==> config.mk <==
export PLATFORM = sky130hd
export DESIGN_NAME = tree_packet_arb_sched
export DESIGN_NICKNAME = d
export VERILOG_FILES = /design/src/rtl/tree_packet_arb_sched.sv
export SDC_FILE = /design/constraint.sdc
export NUM_CORES = 1
export LEC_CHECK = 0
export CORE_MARGIN = 5
export CORE_UTILIZATION = 44
export DETAILED_ROUTE_END_ITERATION = 8
export PLACE_DENSITY = 0.78
export REMOVE_ABC_BUFFERS = 1
export SLEW_MARGIN = 30
export SYNTH_ARGS = -nofsm -noshare
export SYNTH_HDL_FRONTEND = slang
export SYNTH_SLANG_ARGS = --single-unit
==> constraint.sdc <==
create_clock -name i_clk -period 4.85 [get_ports i_clk]
set_input_delay 0.97 -clock i_clk [delete_from_list [all_inputs] [get_ports i_clk]]
set_output_delay 0.97 -clock i_clk [all_outputs]
set_load 0.1 [all_outputs]
==> src/rtl/tree_packet_arb_sched.sv <==
// Credit-based round-robin scheduler: tags each packet's ctl with a destination core id.
// One-register output stage; per-core credit counters refilled by single-cycle done pulses.
module tree_packet_arb_sched #(
   parameter int DAT_BYTS     = 8,
   parameter int DAT_BITS     = DAT_BYTS * 8,
   parameter int CTL_BITS     = 8,
   parameter int NUM_OUT      = 8,
   parameter int LOG2_NUM_OUT = (NUM_OUT > 1) ? $clog2(NUM_OUT) : 1,
   parameter int OVR_WRT_BIT  = CTL_BITS - LOG2_NUM_OUT,
   parameter int CREDITS      = 4,
   parameter int CRED_BITS    = $clog2(CREDITS + 1),
   localparam int MOD_BITS    = (DAT_BYTS > 1) ? $clog2(DAT_BYTS) : 1
) (
   input  logic                i_clk,
   input  logic                i_rst,
   input  logic                i_axi_val,
   output logic                i_axi_rdy,
   input  logic [DAT_BITS-1:0] i_axi_dat,
   input  logic [CTL_BITS-1:0] i_axi_ctl,
   input  logic                i_axi_sop,
   input  logic                i_axi_eop,
   input  logic                i_axi_err,
   input  logic [MOD_BITS-1:0] i_axi_mod,
   output logic                o_axi_val,
   input  logic                o_axi_rdy,
   output logic [DAT_BITS-1:0] o_axi_dat,
   output logic [CTL_BITS-1:0] o_axi_ctl,
   output logic                o_axi_sop,
   output logic                o_axi_eop,
   output logic                o_axi_err,
   output logic [MOD_BITS-1:0] o_axi_mod,
   input  logic [NUM_OUT-1:0]  i_done,
   output logic [NUM_OUT-1:0]  o_cred_ok,
   output logic                o_idle,
   output logic [1:0]          o_err
);

   localparam int unsigned N_OUT = NUM_OUT;
   localparam logic [CRED_BITS-1:0] CRED_FULL = CRED_BITS'(CREDITS);

   typedef enum logic {IDLE, PKT} state_t;

   state_t                  state;
   logic [LOG2_NUM_OUT-1:0] rr_ptr;
   logic [LOG2_NUM_OUT-1:0] lock_id;
   logic [CRED_BITS-1:0]    credit [NUM_OUT];
   logic                    err_done;
   logic                    err_sop;

   logic [NUM_OUT-1:0]      cred_nz;
   logic [NUM_OUT-1:0]      cred_full;
   logic [NUM_OUT-1:0]      take_vec;
   logic [LOG2_NUM_OUT-1:0] sel;
   logic [LOG2_NUM_OUT-1:0] idx;
   logic [LOG2_NUM_OUT-1:0] tag_id;
   logic [CTL_BITS-1:0]     ctl_tag;
   logic                    any_cred;
   logic                    gate;
   logic                    accept;
   logic                    take;
   logic                    fwd;

   always_comb begin
      for (int unsigned h = 0; h < N_OUT; h++) begin
         cred_nz[h]   = (credit[h] != '0);
         cred_full[h] = (credit[h] == CRED_FULL);
      end
   end

   // Scan offsets from farthest to nearest so the nearest credited core wins.
   always_comb begin
      sel      = rr_ptr;
      idx      = '0;
      any_cred = 1'b0;
      for (int unsigned k = 0; k < N_OUT; k++) begin
         idx = LOG2_NUM_OUT'((32'(rr_ptr) + N_OUT - 1 - k) % N_OUT);
         if (cred_nz[idx]) begin
            sel      = idx;
            any_cred = 1'b1;
         end
      end
   end

   assign gate      = (state == PKT) ? 1'b1 : any_cred;
   assign i_axi_rdy = (o_axi_rdy | ~o_axi_val) & gate;
   assign accept    = i_axi_val & i_axi_rdy;
   assign take      = accept & (state == IDLE) & i_axi_sop;
   assign fwd       = accept & ((state == PKT) | i_axi_sop);
   assign tag_id    = (state == IDLE) ? sel : lock_id;

   always_comb begin
      ctl_tag = i_axi_ctl;
      ctl_tag[OVR_WRT_BIT +: LOG2_NUM_OUT] = tag_id;
   end

   always_comb begin
      take_vec = '0;
      if (take) take_vec[sel] = 1'b1;
   end

   always_ff @(posedge i_clk or negedge i_rst) begin
      if (!i_rst) begin
         state   <= IDLE;
         rr_ptr  <= '0;
         lock_id <= '0;
         err_sop <= 1'b0;
      end else begin
         case (state)
            IDLE: begin
               if (accept) begin
                  if (i_axi_sop) begin
                     rr_ptr  <= LOG2_NUM_OUT'((32'(sel) + 1) % N_OUT);
                     lock_id <= sel;
                     if (!i_axi_eop) state <= PKT;
                  end else begin
                     err_sop <= 1'b1;
                  end
               end
            end
            PKT: begin
               if (accept && i_axi_eop) state <= IDLE;
            end
            default: state <= IDLE;
         endcase
      end
   end

   // A take and a done on the same core cancel, even when that core is full.
   always_ff @(posedge i_clk or negedge i_rst) begin
      if (!i_rst) begin
         for (int unsigned h = 0; h < N_OUT; h++) credit[h] <= CRED_FULL;
         err_done <= 1'b0;
      end else begin
         for (int unsigned h = 0; h < N_OUT; h++) begin
            if (take_vec[h] && !i_done[h])
               credit[h] <= credit[h] - CRED_BITS'(1);
            else if (!take_vec[h] && i_done[h] && !cred_full[h])
               credit[h] <= credit[h] + CRED_BITS'(1);
         end
         if ((i_done & cred_full & ~take_vec) != '0) err_done <= 1'b1;
      end
   end

   always_ff @(posedge i_clk or negedge i_rst) begin
      if (!i_rst) begin
         o_axi_val <= 1'b0;
         o_axi_dat <= '0;
         o_axi_ctl <= '0;
         o_axi_sop <= 1'b0;
         o_axi_eop <= 1'b0;
         o_axi_err <= 1'b0;
         o_axi_mod <= '0;
      end else if (fwd) begin
         o_axi_val <= 1'b1;
         o_axi_dat <= i_axi_dat;
         o_axi_ctl <= ctl_tag;
         o_axi_sop <= i_axi_sop;
         o_axi_eop <= i_axi_eop;
         o_axi_err <= i_axi_err;
         o_axi_mod <= i_axi_mod;
      end else if (o_axi_rdy) begin
         o_axi_val <= 1'b0;
      end
   end

   assign o_cred_ok = cred_nz;
   assign o_idle    = (state == IDLE) & ~o_axi_val & (&cred_full);
   assign o_err     = {err_sop, err_done};

endmodule

# ---- Word-level counts from Yosys, hierarchy flattened
# Index checks and enable logic that the tools add are counted.
dict set report word_totals {
  output_inout_bits 91
  memories 0
  romBits 0
  ramBits 0
  inputBits 90
  latchBits 0
  regBits 112
}
dict set report op_classes {
  mux 60
  bitwise_logic 15
  n_lt_le_gt_ge 10
  n_reduce_logical 71
  eq_ne 8
  div_mod_pow 0
  n_shift 0
  multipliers 0
  add_sub_neg 26
}
# cell n
set op_table {}
lappend op_table {{2-to-1 mux 3 bit} 25}
lappend op_table {{< comparator 3 x 4 -> 1 bit, second input constant} 9}
lappend op_table {{subtractor 3 x 1 -> 3 bit, second input constant} 11}
lappend op_table {{adder 3 x 1 -> 3 bit, second input constant} 10}
lappend op_table {{logical AND 1 bit} 26}
lappend op_table {{binary-select mux 1 bit (select 3 bit)} 8}
lappend op_table {{equality test 3 bit, second input constant} 8}
lappend op_table {{logical NOT 1 bit} 24}
lappend op_table {{2-to-1 mux 1 bit} 24}
lappend op_table {{nonzero test 3 bit} 8}
lappend op_table {{nonzero test 2 bit} 9}
lappend op_table {{bitwise AND 8 bit} 2}
lappend op_table {{subtractor 3 bit, second input constant} 3}
lappend op_table {{2-to-1 mux 8 bit} 1}
lappend op_table {{NOT 8 bit} 1}
lappend op_table {{AND reduction 8 bit} 1}
lappend op_table {{nonzero test 8 bit} 1}
lappend op_table {{bitwise AND 1 bit} 7}
lappend op_table {{AND reduction 3 bit} 2}
lappend op_table {{subtractor 3 x 2 -> 3 bit, second input constant} 2}
lappend op_table {{demux 1 bit (select 3 bit)} 1}
lappend op_table {{>= comparator 3 x 1 -> 1 bit, second input constant} 1}
lappend op_table {{NOT 1 bit} 3}
lappend op_table {{OR 1 bit} 2}
lappend op_table {{case mux 1 bit (2 select lines)} 1}

# ---- Depth between registers and ports, before layout
# Gate-level depths: netlist (run 1).
dict set report depth {
  ltp_word 23
  ltp_mapped 20
  ltp_nobuf 16
}

# ---- Worst setup path before layout (run 1)
# No wires, ideal clock.
dict set report synth_path {
  path_type {register to register}
  from {register credit[23] (netlist bit)}
  to {register credit[19] (netlist bit)}
  setup_slack_ns -1.317
  required_ns 4.723
  t_arrival_ns 6.040
  n_path_buf 4
  path_stages_with_launch 16
  path_cell_list {dfstp_2 -> buf_2 -> or3_1 -> clkbuf_1 -> nor3_1 -> a31oi_1 -> and2_1 -> clkbuf_1 -> nand3b_1 -> a31oi_1 -> or3b_1 -> buf_6 -> or2_1 -> fa_1 -> a21oi_1 -> mux2_1}
}
dict set report synth_between {
  elab_chain_len 21
}
# item line_no
set synth_lines {}
lappend synth_lines {{from (decl)} 46} ;# logic [CRED_BITS-1:0] credit [NUM_OUT];
lappend synth_lines {{from (signal, indexed assignment)} 136} ;# credit[h] <= credit[h] - CRED_BITS'(1);
lappend synth_lines {{from (signal, indexed assignment)} 138} ;# credit[h] <= credit[h] + CRED_BITS'(1);
lappend synth_lines {{nonzero test 3 bit (*)} 65} ;# cred_nz[h] = (credit[h] != '0);
lappend synth_lines {{named net o_cred_ok[0]} 33} ;# output logic [NUM_OUT-1:0] o_cred_ok,
lappend synth_lines {{binary-select mux 1 bit (select 3 bit)} 77} ;# if (cred_nz[idx]) begin
lappend synth_lines {{2-to-1 mux 1 bit (implied by the code)} 77}
lappend synth_lines {{2-to-1 mux 1 bit (7 in a row)} 77}
lappend synth_lines {{2-to-1 mux 1 bit (*)} 77}
lappend synth_lines {{2-to-1 mux 1 bit (*)} 84} ;# assign gate = (state == PKT) ? 1'b1 : any_cred;
lappend synth_lines {{bitwise AND 1 bit (*)} 85} ;# assign i_axi_rdy = (o_axi_rdy | ~o_axi_val) & gate;
lappend synth_lines {{named net i_axi_rdy} 17} ;# output logic i_axi_rdy,
lappend synth_lines {{bitwise AND 1 bit (*)} 86} ;# assign accept = i_axi_val & i_axi_rdy;
lappend synth_lines {{bitwise AND 1 bit (*) (2 in a row)} 87} ;# assign take = accept & (state == IDLE) & i_axi_sop;
lappend synth_lines {{2-to-1 mux 8 bit (*)} 98} ;# if (take) take_vec[sel] = 1'b1;
lappend synth_lines {{logical NOT 1 bit} 137} ;# else if (!take_vec[h] && i_done[h] && !cred_full[h])
lappend synth_lines {{logical AND 1 bit (2 in a row)} 137}
lappend synth_lines {{nonzero test 2 bit (no source line)} -}
# Mark *: on every way through the listed nets, which the timed path passes. The rest lies on a longest branch. The select of a mux whose other input is x is not followed.
# A chain may end at the register's enable or synchronous reset.

# ---- Worst setup path after layout (run 1)
dict set report layout_path {
  from {register rr_ptr[1]}
  to {register credit[19] (netlist bit)}
}
# item line_no
set layout_lines {}
lappend layout_lines {{from (decl)} 44} ;# logic [LOG2_NUM_OUT-1:0] rr_ptr;
lappend layout_lines {{from (signal assigned)} 112} ;# rr_ptr <= LOG2_NUM_OUT'((32'(sel) + 1) % N_OUT);
lappend layout_lines {{adder 3 x 1 -> 3 bit} 76} ;# idx = LOG2_NUM_OUT'((32'(rr_ptr) + N_OUT - 1 - k) % N_OUT);
lappend layout_lines {{subtractor 3 x 1 -> 3 bit} 76}
lappend layout_lines {{subtractor 3 x 1 -> 3 bit / binary-select mux 1 bit (select 3 bit) (equally long branches)} {76, 77}}
lappend layout_lines {{binary-select mux 1 bit (select 3 bit) / 2-to-1 mux 1 bit (equally long branches)} 77}
lappend layout_lines {{2-to-1 mux 1 bit (implied by the code) / 2-to-1 mux 3 bit (equally long branches)} 77}
lappend layout_lines {{2-to-1 mux 3 bit (6 in a row)} 77}
lappend layout_lines {{2-to-1 mux 3 bit (*)} 77}
lappend layout_lines {{named net sel[1]} 53} ;# logic [LOG2_NUM_OUT-1:0] sel;
lappend layout_lines {{< comparator 3 x 4 -> 1 bit (implied by the code) / >= comparator 3 x 1 -> 1 bit (equally long branches)} 98}
lappend layout_lines {{logical AND 1 bit (implied by the code)} 98}
lappend layout_lines {{2-to-1 mux 1 bit (implied by the code)} 98}
lappend layout_lines {{demux 1 bit (select 3 bit) (*)} 98}
lappend layout_lines {{2-to-1 mux 8 bit (*)} 98}
lappend layout_lines {{logical NOT 1 bit} 137}
lappend layout_lines {{logical AND 1 bit (2 in a row)} 137}
lappend layout_lines {{nonzero test 2 bit (no source line)} -}
# Marked as above.

==> metrics.txt, run 1 <==
Detailed Route WL 19.3 mm; Slowest Stage Delay on Critical Path 0.57 ns; number of buffers added by the clock tree synthesis step 9; worst setup path category reg -> reg; Total GRT Usage 0.213; number of buffers inserted by hold repair at cts 0; VDD IR max 0.000295 V; kind of end point of the critical path flop; I/O pins 181; post-synth design cell area 6590 sq um; met1 routing resource usage after global routing 0.265; unrepaired setup endpoints after global routing no; Max transition margin 0.301; post-route fraction of the period consumed by the critical path 0.950; category of the worst setup path launch point flop; Placed Area 8600 sq um; final number of hold-violating endpoints 0; count of vias placed by the detailed router 6035; number of instances in the placed design 1107; via density per instance 5.36; Max Cap Violations 0; number of antenna violations at the first check in global routing 0; summed area of non-filler cells in the final layout 8920 sq um; number of sinks driven by the clock tree 112; cell count after synthesis 766; Lkg Pwr 4.00 nW; total of flip-flops plus latches after synthesis 112; ANT cells 0; met2 GRT Util 0.373; post-route antenna net violation count 0; wire length of the first global-routing pass 30.4 mm; total power density per cell area 762 nW/um^2; area added between synthesis and finish 35.3%; share of final-layout standard cells stronger than drive strength 1 0.112; Worst EP required 5.10 ns; outcome finished, final reports clean; die footprint 17500 sq um; category of cells accounting for the largest share of critical-path delay simple AND/OR/NAND/NOR gates; final critical delay including setup and external delays 4.61 ns; combined buffer and inverter count along the critical path 3; Yosys Warn Count 0; number of nets in the final layout 1037; highest attainable clock frequency 217 MHz; Post-Syn Area per Cell 8.61 sq um; commonest non-fill, non-tap cells in the layout sky130_fd_sc_hd__nand2_1, sky130_fd_sc_hd__clkdlybuf4s50_1, sky130_fd_sc_hd__dfrtp_1; final RePlAce weighted congestion 0.919; DP HPWL 14.7 mm; clock tree from TritonCTS yes; worst-path cell with the longest stage delay sky130_fd_sc_hd__mux4_2; Max Buffers Root-to-Sink 2; grt ovf 0; count of routing violations after the opening detailed-route iteration 420; cell breakdown of the critical path inv_1 > ha_1 > buf_12 > nor4_2 > nor2_1 > mux4_2 > o221ai_2 > o2111ai_2 > a211oi_4 > inv_2 > or3b_1 > or2_1 > fa_1 > a21oi_1 > mux2_1; crit-path max FO 28; final instance count without filler cells 1125; most used routing layer in global routing met2; total iterations of the first detailed-routing run 5; largest net degree at the start of global routing 70; placeable core region 14600 sq um; source-to-sink clock delay at the later pin of the worst-skew pair 0.36 ns; number of H-tree levels 3; height of the die 132 microns; commonest non-fill, non-tap cell in the layout sky130_fd_sc_hd__nand2_1; transition time of the tightest slew-check pin 1.05 ns; setup skew after layout 0.00984 ns; worst hold slack 0.457 ns; number of synthesized flops with an enable pin 0; synth unique cells 76; clock edge transition at the registers on the reported setup and hold paths 0.08 ns; number of buffers added on ports 177; worst path arrival time 4.86 ns; fraction of registers with async set or reset after synthesis 1.00; Post-synth top flop sky130_fd_sc_hd__dfrtp_1; sequential fraction of the synthesis area 0.427; final setup vio count 0; die outline width 132 microns; Initial Util 0.452; Root Driver sky130_fd_sc_hd__clkbuf_16; Tightest Hold Check Type reg -> reg; wire per inst 17.1 microns; Slew Viols, Final 0; vias in the first global route 5666; DRC viols 0; met3 usage in global routing 0.0496; total number of placement rows 44
## power breakdown
group          internal [W]  total [W]  leakage [nW]  switching, W
Clock              0.000358   0.000721         0.137      0.000362
Combinational       0.00156    0.00455          2.51       0.00299
Sequential          0.00124    0.00153          1.35      0.000289
## final timing paths
check,endpoint,cells past startpoint,slack (ns),start
max reg2reg,credit[19],15,0.24,rr_ptr[1]
max,credit[19],15,0.24,rr_ptr[1]
min,err_sop,1,0.46,err_sop
max in group asynchronous,credit[20],2,3.40,i_rst
min reg2reg,err_sop,1,0.46,err_sop
min in group asynchronous,o_axi_dat[11],1,0.59,i_rst
## worst reg2reg max path: stages, from the launching register on
cell and delay, ns:
sky130_fd_sc_hd__dfrtp_1 0.37, sky130_fd_sc_hd__inv_1 0.12, sky130_fd_sc_hd__ha_1 0.28, sky130_fd_sc_hd__buf_12 0.18, sky130_fd_sc_hd__nor4_2 0.44, sky130_fd_sc_hd__nor2_1 0.16, sky130_fd_sc_hd__mux4_2 0.57, sky130_fd_sc_hd__o221ai_2 0.22
sky130_fd_sc_hd__o2111ai_2 0.17, sky130_fd_sc_hd__a211oi_4 0.29, sky130_fd_sc_hd__inv_2 0.14, sky130_fd_sc_hd__or3b_1 0.44, sky130_fd_sc_hd__or2_1 0.27, sky130_fd_sc_hd__fa_1 0.51, sky130_fd_sc_hd__a21oi_1 0.06, sky130_fd_sc_hd__mux2_1 0.30
## timing repair
| item | 4_1_cts | 5_1_grt |
|---|---|---|
| gates resized for setup | 0 | 1 |
| endpoints found under the setup margin | 0 | 3 |
| buffers inserted | 0 | 1 |
## cells by family after synthesis
logic type,synth area share
muxes,0.0683
buffers and inverters,0.0488
AOI/OAI and AO/OA,0.124
adders and majority gates,0.0300
DFF,0.427
xor gates and xnor gates,0.0158
and+or+nand+nor,0.286
## Yosys cell counts, types with 3 or more instances
| cell type | n | area, sq um |
|---|---|---|
| sky130_fd_sc_hd__o211ai_1 | 3 | 22.5 |
| sky130_fd_sc_hd__ha_1 | 3 | 37.5 |
| sky130_fd_sc_hd__o21ai_0 | 17 | 85.1 |
| sky130_fd_sc_hd__nor4b_1 | 5 | 43.8 |
| sky130_fd_sc_hd__dfrtp_1 | 104 | 2600 |
| sky130_fd_sc_hd__mux2_2 | 7 | 78.8 |
| sky130_fd_sc_hd__or2_1 | 3 | 18.8 |
| sky130_fd_sc_hd__buf_2 | 8 | 40.0 |
| sky130_fd_sc_hd__nor4_2 | 3 | 37.5 |
| sky130_fd_sc_hd__or3_1 | 8 | 50.1 |
| sky130_fd_sc_hd__buf_4 | 3 | 22.5 |
| sky130_fd_sc_hd__mux2i_1 | 12 | 120 |
| sky130_fd_sc_hd__a21oi_1 | 33 | 165 |
| sky130_fd_sc_hd__a31oi_1 | 7 | 43.8 |
| sky130_fd_sc_hd__or2_2 | 7 | 43.8 |
| sky130_fd_sc_hd__a21o_1 | 8 | 60.1 |
| sky130_fd_sc_hd__nor2b_1 | 4 | 25.0 |
| sky130_fd_sc_hd__nand4_1 | 7 | 43.8 |
| sky130_fd_sc_hd__or3b_1 | 6 | 52.6 |
| sky130_fd_sc_hd__o221ai_1 | 3 | 26.3 |
| sky130_fd_sc_hd__dfstp_2 | 8 | 210 |
| sky130_fd_sc_hd__nand3b_1 | 12 | 90.1 |
| sky130_fd_sc_hd__nor2_1 | 30 | 113 |
| sky130_fd_sc_hd__nand2_1 | 261 | 980 |
| sky130_fd_sc_hd__inv_2 | 3 | 11.3 |
| sky130_fd_sc_hd__nand2b_1 | 8 | 50.1 |
| sky130_fd_sc_hd__mux4_2 | 10 | 225 |
| sky130_fd_sc_hd__fa_1 | 8 | 160 |
| sky130_fd_sc_hd__o22ai_1 | 4 | 25.0 |
| sky130_fd_sc_hd__xnor2_1 | 3 | 26.3 |
| sky130_fd_sc_hd__o311ai_0 | 4 | 35.0 |
| sky130_fd_sc_hd__nand3_1 | 21 | 105 |
| sky130_fd_sc_hd__o21ai_1 | 3 | 15.0 |
| sky130_fd_sc_hd__o21a_1 | 5 | 37.5 |
| sky130_fd_sc_hd__clkbuf_1 | 34 | 128 |
| sky130_fd_sc_hd__and2_1 | 3 | 18.8 |
| sky130_fd_sc_hd__nor3_1 | 13 | 65.1 |
| sky130_fd_sc_hd__inv_1 | 23 | 86.3 |
| sky130_fd_sc_hd__nor4_1 | 11 | 68.8 |
## flip-flops by register name, summed over array words and instances, names as in the netlist, 3 cells and up
name and cells:
o_axi_mod 3, o_axi_ctl 8, credit 24, lock_id 3, o_axi_dat 64, rr_ptr 3
## through the flow
| stage | total power (W) | setup TNS (ns) | setup WS [ns] | util |
|---|---|---|---|---|
| 6_report | 0.00680 | 0 | 0.242 | 0.611 |
| 5_1_grt | 0.00722 | 0 | 0.0352 | 0.611 |
| 4_1_cts | 0.00677 | 0 | 0.182 | 0.609 |
| 3_5_place_dp | 0.00603 | 0 | 0.207 | 0.590 |
| 3_3_place_gp | 0.00599 | 0 | 0.213 | 0.592 |
| 2_1_floorplan | 0.00479 | -126.97 | -1.51 | - |
## area by class of cell
| type | count | area, sq um |
|---|---|---|
| Fill cell | 1254 | 5670 |
| Multi-Input combinational cell | 578 | 3480 |
| Sequential cell | 112 | 2810 |
| Timing Repair Buffer | 208 | 2010 |
| Tap cell | 184 | 230 |
| Clock buffer | 10 | 229 |
| Inverter | 27 | 105 |
| Clock inverter | 6 | 52.6 |
## per-layer routing
| metal | share of wire | vias up |
|---|---|---|
| met5 | 0 | - |
| met4 | 0.019 | 0 |
| met3 | 0.056 | 26 |
| met2 | 0.52 | 178 |
| met1 | 0.41 | 2863 |
| li1 | - | 2968 |
(Power assumes the default switching activity.)
==> run 2, diff against run 1 <==
--- a/config.mk
+++ b/config.mk
@@ -8,9 +8,11 @@
 export CORE_MARGIN = 5
 export CORE_UTILIZATION = 44
 export DETAILED_ROUTE_END_ITERATION = 8
+export HOLD_SLACK_MARGIN = 0.12
 export PLACE_DENSITY = 0.78
 export REMOVE_ABC_BUFFERS = 1
 export SLEW_MARGIN = 30
 export SYNTH_ARGS = -nofsm -noshare
 export SYNTH_HDL_FRONTEND = slang
 export SYNTH_SLANG_ARGS = --single-unit
+export TNS_END_PERCENT = 10
==> metrics.txt, run 2 (synthesis gave the netlist of run 1 again) <==
outcome finished, final reports clean; grt ovf 0; area added between synthesis and finish 35.3%; Total GRT Usage 0.213; number of nets in the final layout 1036; wire length of the first global-routing pass 30.4 mm; final critical delay including setup and external delays 4.63 ns; I/O pins 181; overall power after layout 0.00679 W; Worst EP required 5.10 ns; total iterations of the first detailed-routing run 5; combinational fraction of design power 0.669; combined buffer and inverter count along the critical path 3; number of buffers added by the clock tree synthesis step 9; wire per inst 17.1 microns; clock edge transition at the registers on the reported setup and hold paths 0.08 ns; commonest non-fill, non-tap cells in the layout sky130_fd_sc_hd__nand2_1, sky130_fd_sc_hd__clkdlybuf4s50_1, sky130_fd_sc_hd__dfrtp_1; Initial Util 0.452; die outline width 132 microns; setup skew after layout 0.00859 ns; worst path arrival time 4.88 ns; worst reg-to-reg path cell count 15; post-place setup slack 0.207 ns; largest net degree at the start of global routing 70; source-to-sink clock delay at the later pin of the worst-skew pair 0.36 ns; number of post-CTS setup repair buffers 0; sequential group share of total power 0.224; total power density per cell area 761 nW/um^2; vias in the first global route 5666; Slowest Stage Delay on Critical Path 0.57 ns; Max Buffers Root-to-Sink 2; combined area of the multi-input logic cells 3480 sq um; via density per instance 5.39; logic depth of the worst setup path including buffers 15; total number of placement rows 44; Slew Viols, Final 0; number of H-tree levels 3; summed area of non-filler cells in the final layout 8920 sq um; worst setup path category reg -> reg; worst-path cell with the longest stage delay sky130_fd_sc_hd__mux4_2; number of instances on the worst hold path 1; transition time of the tightest slew-check pin 1.05 ns; Max transition margin 0.300; Max Cap Violations 0; filler cell count in the final layout 1254; post-route fraction of the period consumed by the critical path 0.955; placeable core region 14600 sq um; category of cells accounting for the largest share of critical-path delay simple AND/OR/NAND/NOR gates; die footprint 17500 sq um; share of final-layout standard cells stronger than drive strength 1 0.112; DRC viols 0; FF/Latch Area 2810 sq um; Lkg Pwr 4.00 nW; ANT cells 0; Placed Area 8600 sq um; crit-path max FO 28; count of vias placed by the detailed router 6054; VDD IR max 0.000286 V; unrepaired setup endpoints after global routing no; largest registers o_axi_dat (64), credit (24), o_axi_ctl (8); final number of hold-violating endpoints 0; Root Driver sky130_fd_sc_hd__clkbuf_16; switching part of the total power 0.537; worst-case setup margin in the final layout 0.216 ns; count of routing violations after the opening detailed-route iteration 447; height of the die 132 microns; Tightest Hold Check Type reg -> reg; kind of end point of the critical path flop; Finished Core Util 0.611; Largest register FFs 64; category of the worst setup path launch point flop; Detailed Route WL 19.2 mm; number of buffers added on ports 177; largest register by flop count o_axi_dat; final instance count without filler cells 1124; final RePlAce weighted congestion 0.919; power dissipated by switching net loads 0.00365 W; cell breakdown of the critical path inv_1 > ha_1 > buf_12 > nor4_2 > nor2_1 > mux4_2 > o221ai_2 > o2111ai_2 > a211oi_4 > inv_2 > or3b_1 > or2_1 > fa_1 > a21oi_1 > mux2_1; highest attainable clock frequency 216 MHz; final setup vio count 0; DP HPWL 14.7 mm; number of antenna violations at the first check in global routing 0; cell internal power dissipation 0.00314 W; clock tree from TritonCTS yes; post-route antenna net violation count 0; number of sinks driven by the clock tree 112; number of instances in the placed design 1107; commonest non-fill, non-tap cell in the layout sky130_fd_sc_hd__nand2_1; Clock Power Share 0.106
-- run 2: path summary, 6_finish.rpt --
path | startpoint | endpoint | slack [ns]
hold / removal | err_sop | err_sop | 0.46
hold reg to reg | err_sop | err_sop | 0.46
max in group asynchronous | i_rst | credit[20] | 3.40
min in group asynchronous | i_rst | o_axi_dat[11] | 0.59
setup reg to reg | rr_ptr[1] | credit[19] | 0.22
setup / recovery | rr_ptr[1] | credit[19] | 0.22
-- run 2: final cells by class --
class	instances	share of cell area
Clock buffer	10	0.0257
Clock inverter	6	0.00589
Inverter	27	0.0118
Multi-Input combinational cell	578	0.391
Sequential cell	112	0.315
Tap cell	184	0.0258
Timing Repair Buffer	207	0.225
-- run 2: metal layers --
metal / share of wire / wire [microns] / global-route usage / vias to the layer above
met5: 0 / 0 / 0 / -
met4: 0.021 / 395 / 0.0566 / 0
met3: 0.059 / 1130 / 0.0496 / 26
met2: 0.52 / 9930 / 0.373 / 196
met1: 0.40 / 7790 / 0.265 / 2865
li1: - / - / - / 2967
-- run 2: power by group through the flow --
stage	combinational (W)	sequential [W]	clock [W]
3_3_place_gp	0.00447	0.00152	0
6_report	0.00455	0.00152	0.000720
2_1_floorplan	0.00220	0.00259	0
4_1_cts	0.00451	0.00152	0.000737
3_5_place_dp	0.00449	0.00154	0
5_1_grt	0.00485	0.00157	0.000781
-- run 2: timing repair --
| item | CTS | global route |
|---|---|---|
| setup endpoints to repair | 0 | 3 |
| hold buffers | 0 | 0 |
| resized for setup | 0 | 2 |
-- run 2: stage by stage --
step                hold WS [ns]  TNS, ns
floorplan                  0.446  -126.97
global placement           0.444        0
detailed placement         0.441        0
CTS                        0.457        0
global route               0.486        0
finish                     0.457        0
